`config.mk`:
```
export PLATFORM = sky130hd
export DESIGN_NAME = vex_bus_bridge
export DESIGN_NICKNAME = d
export VERILOG_FILES = /design/src/rtl/soc_bus_pkg.sv /design/src/rtl/vex_bus_bridge.sv
export SDC_FILE = /design/constraint.sdc
export NUM_CORES = 1
export LEC_CHECK = 0
export CORE_MARGIN = 2
export CORE_UTILIZATION = 35
export CTS_CLUSTER_DIAMETER = 50
export DETAILED_ROUTE_END_ITERATION = 10
export PLACE_DENSITY = 0.8
export SLEW_MARGIN = 20
export SYNTH_ARGS = -nofsm -noshare
export SYNTH_HDL_FRONTEND = slang
export SYNTH_SLANG_ARGS = --single-unit
export TNS_END_PERCENT = 50
```
`constraint.sdc`:
```
create_clock -name clk -period 1.5 [get_ports clk]
set_input_delay 0.225 -clock clk [delete_from_list [all_inputs] [get_ports clk]]
set_output_delay 0.225 -clock clk [all_outputs]
set_load 0.01 [all_outputs]
```
`src/rtl/soc_bus_pkg.sv`:
```
// Shared types and helpers for the SoC memory bus bridge.
package soc_bus_pkg;

   localparam int unsigned ADR_W  = 32;
   localparam int unsigned DATA_W = 32;
   localparam int unsigned WREN_W = 4;

   localparam logic [1:0] REGION_RAM  = 2'b00;
   localparam logic [1:0] REGION_MMIO = 2'b01;
   localparam logic [1:0] REGION_ROM  = 2'b10;
   localparam logic [1:0] REGION_ERR  = 2'b11;

   typedef enum logic [1:0] {
      IDLE   = 2'd0,
      ACCESS = 2'd1,
      RESP   = 2'd2
   } state_t;

   typedef enum logic [1:0] {
      SRC_DBG  = 2'd0,
      SRC_DBUS = 2'd1,
      SRC_IBUS = 2'd2
   } src_t;

   // Latched command for the single in-flight transaction.
   typedef struct packed {
      src_t              src;
      logic              wr;
      logic              err;
      logic [ADR_W-1:0]  adr;
      logic [DATA_W-1:0] data;
      logic [WREN_W-1:0] wren;
   } cmd_t;

   // Two-bit region field whose MSB sits at bit 'hi' of the address.
   function automatic logic [1:0] region_of(input logic [ADR_W-1:0] adr, input int unsigned hi);
      return 2'(adr >> (hi - 1));
   endfunction

endpackage

```
`src/rtl/vex_bus_bridge.sv`:
```
// Registered arbiter between iBus, dBus, debug port and the shared memory bus.
// One transaction at a time: IDLE (grant) -> ACCESS (mem_op) -> RESP (capture).
module vex_bus_bridge
   import soc_bus_pkg::*;
#(
   parameter int unsigned REGION_HI  = 17,
   parameter logic [1:0]  ROM_REGION = REGION_ROM,
   parameter logic [1:0]  ERR_REGION = REGION_ERR
) (
   input  logic        clk,
   input  logic        reset,
   input  logic        cpu_run,
   input  logic        ibus_cmd_valid,
   output logic        ibus_cmd_ready,
   input  logic [31:0] ibus_cmd_pc,
   output logic        ibus_rsp_valid,
   output logic        ibus_rsp_error,
   output logic [31:0] ibus_rsp_inst,
   input  logic        dbus_cmd_valid,
   output logic        dbus_cmd_ready,
   input  logic        dbus_cmd_wr,
   input  logic [3:0]  dbus_cmd_mask,
   input  logic [31:0] dbus_cmd_address,
   input  logic [31:0] dbus_cmd_data,
   input  logic [1:0]  dbus_cmd_size,
   output logic        dbus_rsp_ready,
   output logic        dbus_rsp_error,
   output logic [31:0] dbus_rsp_data,
   input  logic        dbg_mem_op,
   input  logic        dbg_rw,
   input  logic [31:0] dbg_adr,
   input  logic [31:0] dbg_do,
   output logic [31:0] dbg_di,
   output logic        dbg_mem_rdy,
   output logic        mem_op,
   output logic [31:0] mem_adr,
   output logic [3:0]  mem_wren,
   output logic [31:0] mem_di,
   input  logic [31:0] mem_do
);

   state_t            state_q, state_d;
   cmd_t              cmd_q, cmd_d;
   logic              dbg_busy_q, dbg_busy_d, dbg_busy_set;
   logic [DATA_W-1:0] rd_data;
   logic [1:0]        dbg_region, dbus_region, ibus_region;

   logic              mem_op_d;
   logic [ADR_W-1:0]  mem_adr_d;
   logic [WREN_W-1:0] mem_wren_d;
   logic [DATA_W-1:0] mem_di_d;
   logic              ibus_rsp_valid_d, ibus_rsp_error_d;
   logic [DATA_W-1:0] ibus_rsp_inst_d;
   logic              dbus_rsp_ready_d, dbus_rsp_error_d;
   logic [DATA_W-1:0] dbus_rsp_data_d;
   logic [DATA_W-1:0] dbg_di_d;
   logic              dbg_mem_rdy_d;

   // Access size is implied by the byte mask; the size field is not needed.
   logic              unused_size;
   assign unused_size = ^dbus_cmd_size;

   assign dbg_region  = region_of(dbg_adr, REGION_HI);
   assign dbus_region = region_of(dbus_cmd_address, REGION_HI);
   assign ibus_region = region_of(ibus_cmd_pc, REGION_HI);

   // Arbitration, command latch, response generation and next memory-bus drive.
   always_comb begin
      state_d          = state_q;
      cmd_d            = cmd_q;
      ibus_cmd_ready   = 1'b0;
      dbus_cmd_ready   = 1'b0;
      ibus_rsp_valid_d = 1'b0;
      ibus_rsp_error_d = ibus_rsp_error;
      ibus_rsp_inst_d  = ibus_rsp_inst;
      dbus_rsp_ready_d = 1'b0;
      dbus_rsp_error_d = dbus_rsp_error;
      dbus_rsp_data_d  = dbus_rsp_data;
      dbg_di_d         = dbg_di;
      dbg_mem_rdy_d    = 1'b0;
      dbg_busy_set     = 1'b0;
      mem_op_d         = 1'b0;
      mem_adr_d        = '0;
      mem_wren_d       = '0;
      mem_di_d         = '0;
      rd_data          = cmd_q.err ? '0 : mem_do;

      unique case (state_q)
         IDLE: begin
            if (!reset) begin
               if (dbg_mem_op && !dbg_busy_q) begin
                  cmd_d.src  = SRC_DBG;
                  cmd_d.wr   = ~dbg_rw;
                  cmd_d.err  = (dbg_region == ERR_REGION);
                  cmd_d.adr  = dbg_adr;
                  cmd_d.data = dbg_rw ? '0 : dbg_do;
                  cmd_d.wren = {WREN_W{~dbg_rw}};
                  state_d    = ACCESS;
               end else if (cpu_run && dbus_cmd_valid) begin
                  dbus_cmd_ready = 1'b1;
                  cmd_d.src  = SRC_DBUS;
                  cmd_d.wr   = dbus_cmd_wr;
                  cmd_d.err  = (dbus_region == ERR_REGION);
                  cmd_d.adr  = dbus_cmd_address;
                  cmd_d.data = dbus_cmd_wr ? dbus_cmd_data : '0;
                  cmd_d.wren = (dbus_cmd_wr && (dbus_region != ROM_REGION)) ? dbus_cmd_mask : '0;
                  state_d    = ACCESS;
               end else if (cpu_run && ibus_cmd_valid) begin
                  ibus_cmd_ready = 1'b1;
                  cmd_d.src  = SRC_IBUS;
                  cmd_d.wr   = 1'b0;
                  cmd_d.err  = (ibus_region == ERR_REGION);
                  cmd_d.adr  = ibus_cmd_pc;
                  cmd_d.data = '0;
                  cmd_d.wren = '0;
                  state_d    = ACCESS;
               end
            end
         end
         ACCESS: state_d = RESP;
         RESP: begin
            state_d = IDLE;
            unique case (cmd_q.src)
               SRC_IBUS: begin
                  ibus_rsp_valid_d = 1'b1;
                  ibus_rsp_error_d = cmd_q.err;
                  ibus_rsp_inst_d  = rd_data;
               end
               SRC_DBUS: begin
                  if (!cmd_q.wr) begin
                     dbus_rsp_ready_d = 1'b1;
                     dbus_rsp_error_d = cmd_q.err;
                     dbus_rsp_data_d  = rd_data;
                  end
               end
               SRC_DBG: begin
                  dbg_mem_rdy_d = 1'b1;
                  dbg_busy_set  = 1'b1;
                  if (!cmd_q.wr) dbg_di_d = rd_data;
               end
               default: ;
            endcase
         end
         default: state_d = IDLE;
      endcase

      // The OR-bus is driven only during ACCESS; unmapped accesses stay silent.
      if (state_d == ACCESS) begin
         mem_op_d   = ~cmd_d.err;
         mem_adr_d  = cmd_d.adr;
         mem_di_d   = cmd_d.data;
         mem_wren_d = cmd_d.err ? '0 : cmd_d.wren;
      end

      // A held dbg_mem_op is served once; busy clears when the request drops.
      dbg_busy_d = dbg_busy_set | (dbg_busy_q & dbg_mem_op);
   end

   // State, command latch and registered outputs.
   always_ff @(posedge clk) begin
      if (reset) begin
         state_q        <= IDLE;
         cmd_q          <= '0;
         dbg_busy_q     <= 1'b0;
         mem_op         <= 1'b0;
         mem_adr        <= '0;
         mem_wren       <= '0;
         mem_di         <= '0;
         ibus_rsp_valid <= 1'b0;
         ibus_rsp_error <= 1'b0;
         ibus_rsp_inst  <= '0;
         dbus_rsp_ready <= 1'b0;
         dbus_rsp_error <= 1'b0;
         dbus_rsp_data  <= '0;
         dbg_di         <= '0;
         dbg_mem_rdy    <= 1'b0;
      end else begin
         state_q        <= state_d;
         cmd_q          <= cmd_d;
         dbg_busy_q     <= dbg_busy_d;
         mem_op         <= mem_op_d;
         mem_adr        <= mem_adr_d;
         mem_wren       <= mem_wren_d;
         mem_di         <= mem_di_d;
         ibus_rsp_valid <= ibus_rsp_valid_d;
         ibus_rsp_error <= ibus_rsp_error_d;
         ibus_rsp_inst  <= ibus_rsp_inst_d;
         dbus_rsp_ready <= dbus_rsp_ready_d;
         dbus_rsp_error <= dbus_rsp_error_d;
         dbus_rsp_data  <= dbus_rsp_data_d;
         dbg_di         <= dbg_di_d;
         dbg_mem_rdy    <= dbg_mem_rdy_d;
      end
   end

endmodule
```
Word-level counts from Yosys, hierarchy flattened
Index checks and enable logic that the tools add are counted.
Widths: inputs -> output; s select.
{"block": "totals", "ff_bits": 245, "latchBits": 0, "ramBits": 0, "mem_bits_ro": 0, "inputBits": 206, "out_inout_bits": 172, "wordCells": 81, "n_memories": 0}
{"block": "classes", "addsub": 0, "mul": 0, "n_div": 0, "n_lt_le_gt_ge": 0, "eq_ne": 9, "shifts": 0, "n_mux": 27, "bitwise_logic": 9, "reduce_logical": 16}
{"operator": "$mux 72", "count": 3}
{"operator": "$mux 69", "count": 2}
{"operator": "$mux 32", "count": 3}
{"operator": "$mux 1", "count": 13}
{"operator": "$eq 2x2->1 const B", "count": 5}
{"operator": "$reduce_and 3->1", "count": 3}
{"operator": "$mux 2", "count": 4}
{"operator": "$not 1->1", "count": 7}
{"operator": "$eq 2x1->1 const B", "count": 3}
{"operator": "$reduce_or 3->1", "count": 2}
{"operator": "$logic_and 1x1->1", "count": 4}
{"operator": "$logic_not 2->1", "count": 2}
{"operator": "$mux 4", "count": 1}
{"operator": "$pmux 2 s2", "count": 1}
{"operator": "$reduce_or 2->1", "count": 2}
{"operator": "$reduce_bool 3->1", "count": 1}
{"operator": "$ne 2x2->1 const B", "count": 1}
{"operator": "$reduce_and 2->1", "count": 1}
{"operator": "$and 1x1->1", "count": 1}
{"operator": "$logic_not 1->1", "count": 1}
{"operator": "$or 1x1->1", "count": 1}

Logic depth before layout (Yosys ltp)
{"block": "depth", "ltp_word": 9, "depth_mapped": 7, "mapped_depth_nobuf": 5}

Worst setup path before layout
No wires, ideal clock.
{"block": "synth_path", "kind": "reg-to-reg", "start": "register state_q[0]", "end": "register dbus_rsp_data[10]", "setup_ps": 132, "t_arrival_ps": 1477, "t_required_ps": 1368, "slack_ps": -109, "path_stages_with_launch": 8, "path_buffers": 3, "synth_period_minus_slack_ps": 1609, "path_cell_list": "dfxtp_1 nand2b_1 buf_2 or4b_1 buf_2 buf_6 nand2_1 a21oi_1"}
{"block": "synth_via", "elab_chain_cells": 2}
{"element": "start: declaration", "line_no": "vex_bus_bridge.sv:42", "text": "state_t state_q, state_d;"}
{"element": "start signal: assignment", "line_no": "vex_bus_bridge.sv:178", "text": "state_q <= state_d;"}
{"element": "$eq 2x2->1", "line_no": "vex_bus_bridge.sv:88", "text": "unique case (state_q)"}
{"element": "$reduce_and 3->1 (no line)"}
{"element": "end signal: assignment", "line_no": "vex_bus_bridge.sv:190", "text": "dbus_rsp_data <= dbus_rsp_data_d;"}
{"element": "end: declaration", "line_no": "vex_bus_bridge.sv:28", "text": "output logic [31:0] dbus_rsp_data,"}
No other way between the ends.
A chain may end at the register's enable or synchronous reset.

Final worst setup path
{"block": "layout_path", "start": "register state_q[1]", "end": "output port dbus_cmd_ready"}
{"block": "layout_via", "elab_chain_cells": 2}
{"element": "$logic_not 2->1", "line_no": "vex_bus_bridge.sv:88"}
{"element": "$mux 1", "line_no": "vex_bus_bridge.sv:88"}
{"element": "end: declaration", "line_no": "vex_bus_bridge.sv:20", "text": "output logic dbus_cmd_ready,"}
No other way between the ends.

==> qor.yml <==
setup_path:
  path_cells: "or3_4, nor3_4, buf_2"
  cp-startpoint: "state_q[1]"
  cp_max_fo: 4
  path_class: "reg2out"
  cp_top_family: "simple AND/OR/NAND/NOR gates"
  cp-end-kind: "output port"
  critPathMaxStageDelay_ps: 410
  arrival_ps: 1460
  r2r-start: "state_q[1]"
  crit_required_ps: 1270
  start_kind: "register"
  path_buf_inv: 1
  cpMaxStageDelayCell: "or3_4"
layout:
  num-fill-cells: 1819
  final_cell_area_um2: 12400
  post-route-util: 0.610
  drive_gt1_frac: 0.117
  diodes: 0
  nets: 1515
  fin_cells: 1592
  synthToLayoutAreaGrowth_pct: 70.5
global_routing:
  antenna_found_initial: 0
  overflow: 0
  grt_first_pass_wirelength_um: 40700
  grt_pass1_vias: 7950
  grt_use_total: 0.235
  grt_max_degree: 73
sta:
  max_slew.worst_pin.slew_ps: 830
  finalHoldWorstSlack_ps: 323
  setup_tns_ps: -3820
  min_period_over_period: 1.12
  period_minus_slack_ps: 1690
  slew_headroom: 0.446
  finClkSkew_ps: 9.75
  maxSlewViolCount: 0
  setup_violations: 65
  hold_viol: 0
  fin_ws_ps: -185
  max_freq_ghz: 0.593
  rsz0062_at_grt: "yes"
pwr:
  power.total_mw: 11.1
  peakVddDrop_mv: 0.648
  p_leak_nw: 5.36
  powerDensity_nw_per_um2: 898
floorplanning:
  initial_core_util: 0.358
  chipWidth_um: 148
  dieArea_um2: 21900
  coreArea_um2: 20300
  die_h_um: 148
  io_pins: 378
  core.rowCount: 52
placed_design:
  routabilityCongestion: 0.851
  preCtsSetupSlack_ps: -416
  dp_cells: 1547
  place_area_um2: 11500
  port_buffers: 375
  place_hpwl_um: 18500
synthesis:
  synth_ff_type: "dfxtp_1"
  synthArstFlopShare: 0
  synth_top_family_by_area: "simple AND/OR/NAND/NOR gates"
  muxShareOfSynthArea: 0.00138
  synth_simple_gate_area_frac: 0.290
  synth_cell_types: 41
  syn_area_um2: 7270
  synthesis.nets: 1151
  synth-edff-count: 0
  synth_adder_area_share: 0
  synth_xor_area_frac: 0
  synth.largest_area_cell: "dfxtp_1"
  ys_seq_area_frac: 0.499
  yosys.area.top_type_share: 0.499
  ys_top_cells_by_area: "dfxtp_1 (50%), nand2_1 (16%), a21oi_1 (11%), nor2b_1 (5.6%), nor3b_1 (3.4%)"
  yosys_warnings: 0
  synth_compound_area_frac: 0.153
  syn_inst: 945
  syn_area_per_cell_um2: 7.69
  synth_seq_cells: 181
min_path:
  hold_start: "reset"
  hp-class: "in2reg"
route:
  vias: 7840
  drtAntennaViolNets: 0
  vias_per_cell: 4.92
  drt-total-wl_um: 26700
  first_pass_iters: 4
  drt_iter0_markers: 317
  drc: 0
  wl_per_cell_um: 16.8
clocking:
  clock_sinks: 181
  clkTransAtPathRegs_ps: 70
  clockBufferDepth: 2
  cts_tree: "built"
  root_buffer: "clkbuf_16"
  cts_buffers: 17
  insertion_delay_ps: 420
  cts_max_level: 4
outcome:
  failed_checks: "setup timing"
  status: "finished, violations left"
flow_run:
  cap_violations: 0
## synthesized netlist by cell type, types with 5 or more instances
master and count:
nor3_1 5, clkbuf_1 50, nand2_1 315, a22oi_1 7, o21ai_0 35, a21oi_1 159
nor2b_1 65, nor2_1 20, nor3b_1 33, buf_2 33, dfxtp_1 181
## worst paths after layout
kind                       endpoint  cells past startpoint  slack [ps]
hold reg to reg    dbus_rsp_data[9]                      2         450
setup reg to reg  dbus_rsp_data[28]                      6        -160
setup / recovery     dbus_cmd_ready                      3        -190
hold / removal           state_q[0]                      5         320
## kinds of logic (layout without fill, tap and decap cells)
group,Yosys count,after routing
AOI/OAI and AO/OA,213,213
muxes,1,1
and+or+nand+nor,458,458
buffers and inverters,92,469
DFF,181,181
## report_power, final
| part | total [mW] | switching [mW] | internal, mW |
|---|---|---|---|
| Clock | 4.32 | 2.11 | 2.21 |
| Sequential | 5.00 | 0.0602 | 4.94 |
| Combinational | 1.80 | 0.868 | 0.931 |
| Total | 11.1 | 3.03 | 8.09 |
## worst register-to-register path: stages, from the launching register on
cell and delay, ps:
dfxtp_2 340, buf_6 110, nand2b_4 70, or4b_4 550
bufbuf_16 310, nand2_1 80, a21oi_2 50
## metal layers
layer | global-route usage | share of wire
met5 | 0 | 0
met4 | 0.103 | 0.038
met3 | 0.0589 | 0.068
met2 | 0.416 | 0.50
met1 | 0.267 | 0.39
## cell usage in the layout (no fill, tap or decap), types with 4 or more instances in the layout
cell and count:
nand2_1 294, clkdlybuf4s50_1 200, dfxtp_1 178, dlygate4sd2_1 167, a21oi_1 142, nor2b_1 64, o21ai_0 35, nor3b_1 33
buf_4 33, nor2_1 18, clkbuf_16 18, a21oi_2 17, buf_12 14, nand2_4 12, nand2_2 9, a22oi_1 7
buf_6 5, inv_6 4, buf_16 4, dlymetal6s2s_1 4
## cell type report
type	count	area (um^2)	share of cell area
repair buffers	433	4310	0.348
flip-flops and latches	181	3630	0.293
multi-input cells	672	3520	0.285
clock buffers	18	429	0.0346
well taps	270	338	0.0273
clock inverters	14	140	0.0113
inverters	4	15.0	0.00121
## state kept, by name (all words and copies together), names as in the netlist
name            flops
dbg_di             32
dbus_rsp_data      32
ibus_rsp_inst      32
mem_adr            32
mem_di             32
cmd_q               8
mem_wren            4
state_q             2
dbg_busy_q          1
dbg_mem_rdy         1
dbus_rsp_error      1
dbus_rsp_ready      1
ibus_rsp_error      1
ibus_rsp_valid      1
mem_op              1
## what timing repair did
| action | 4_1_cts | 5_1_grt |
|---|---|---|
| resized for setup | 197 | 62 |
| cloned | 7 | 1 |
| hold buffers | 0 | 0 |
| setup endpoints to repair | 219 | 142 |
| pin swaps | 6 | 22 |
| setup buffers | 4 | 2 |
Power figures use the tool's default switching activity.
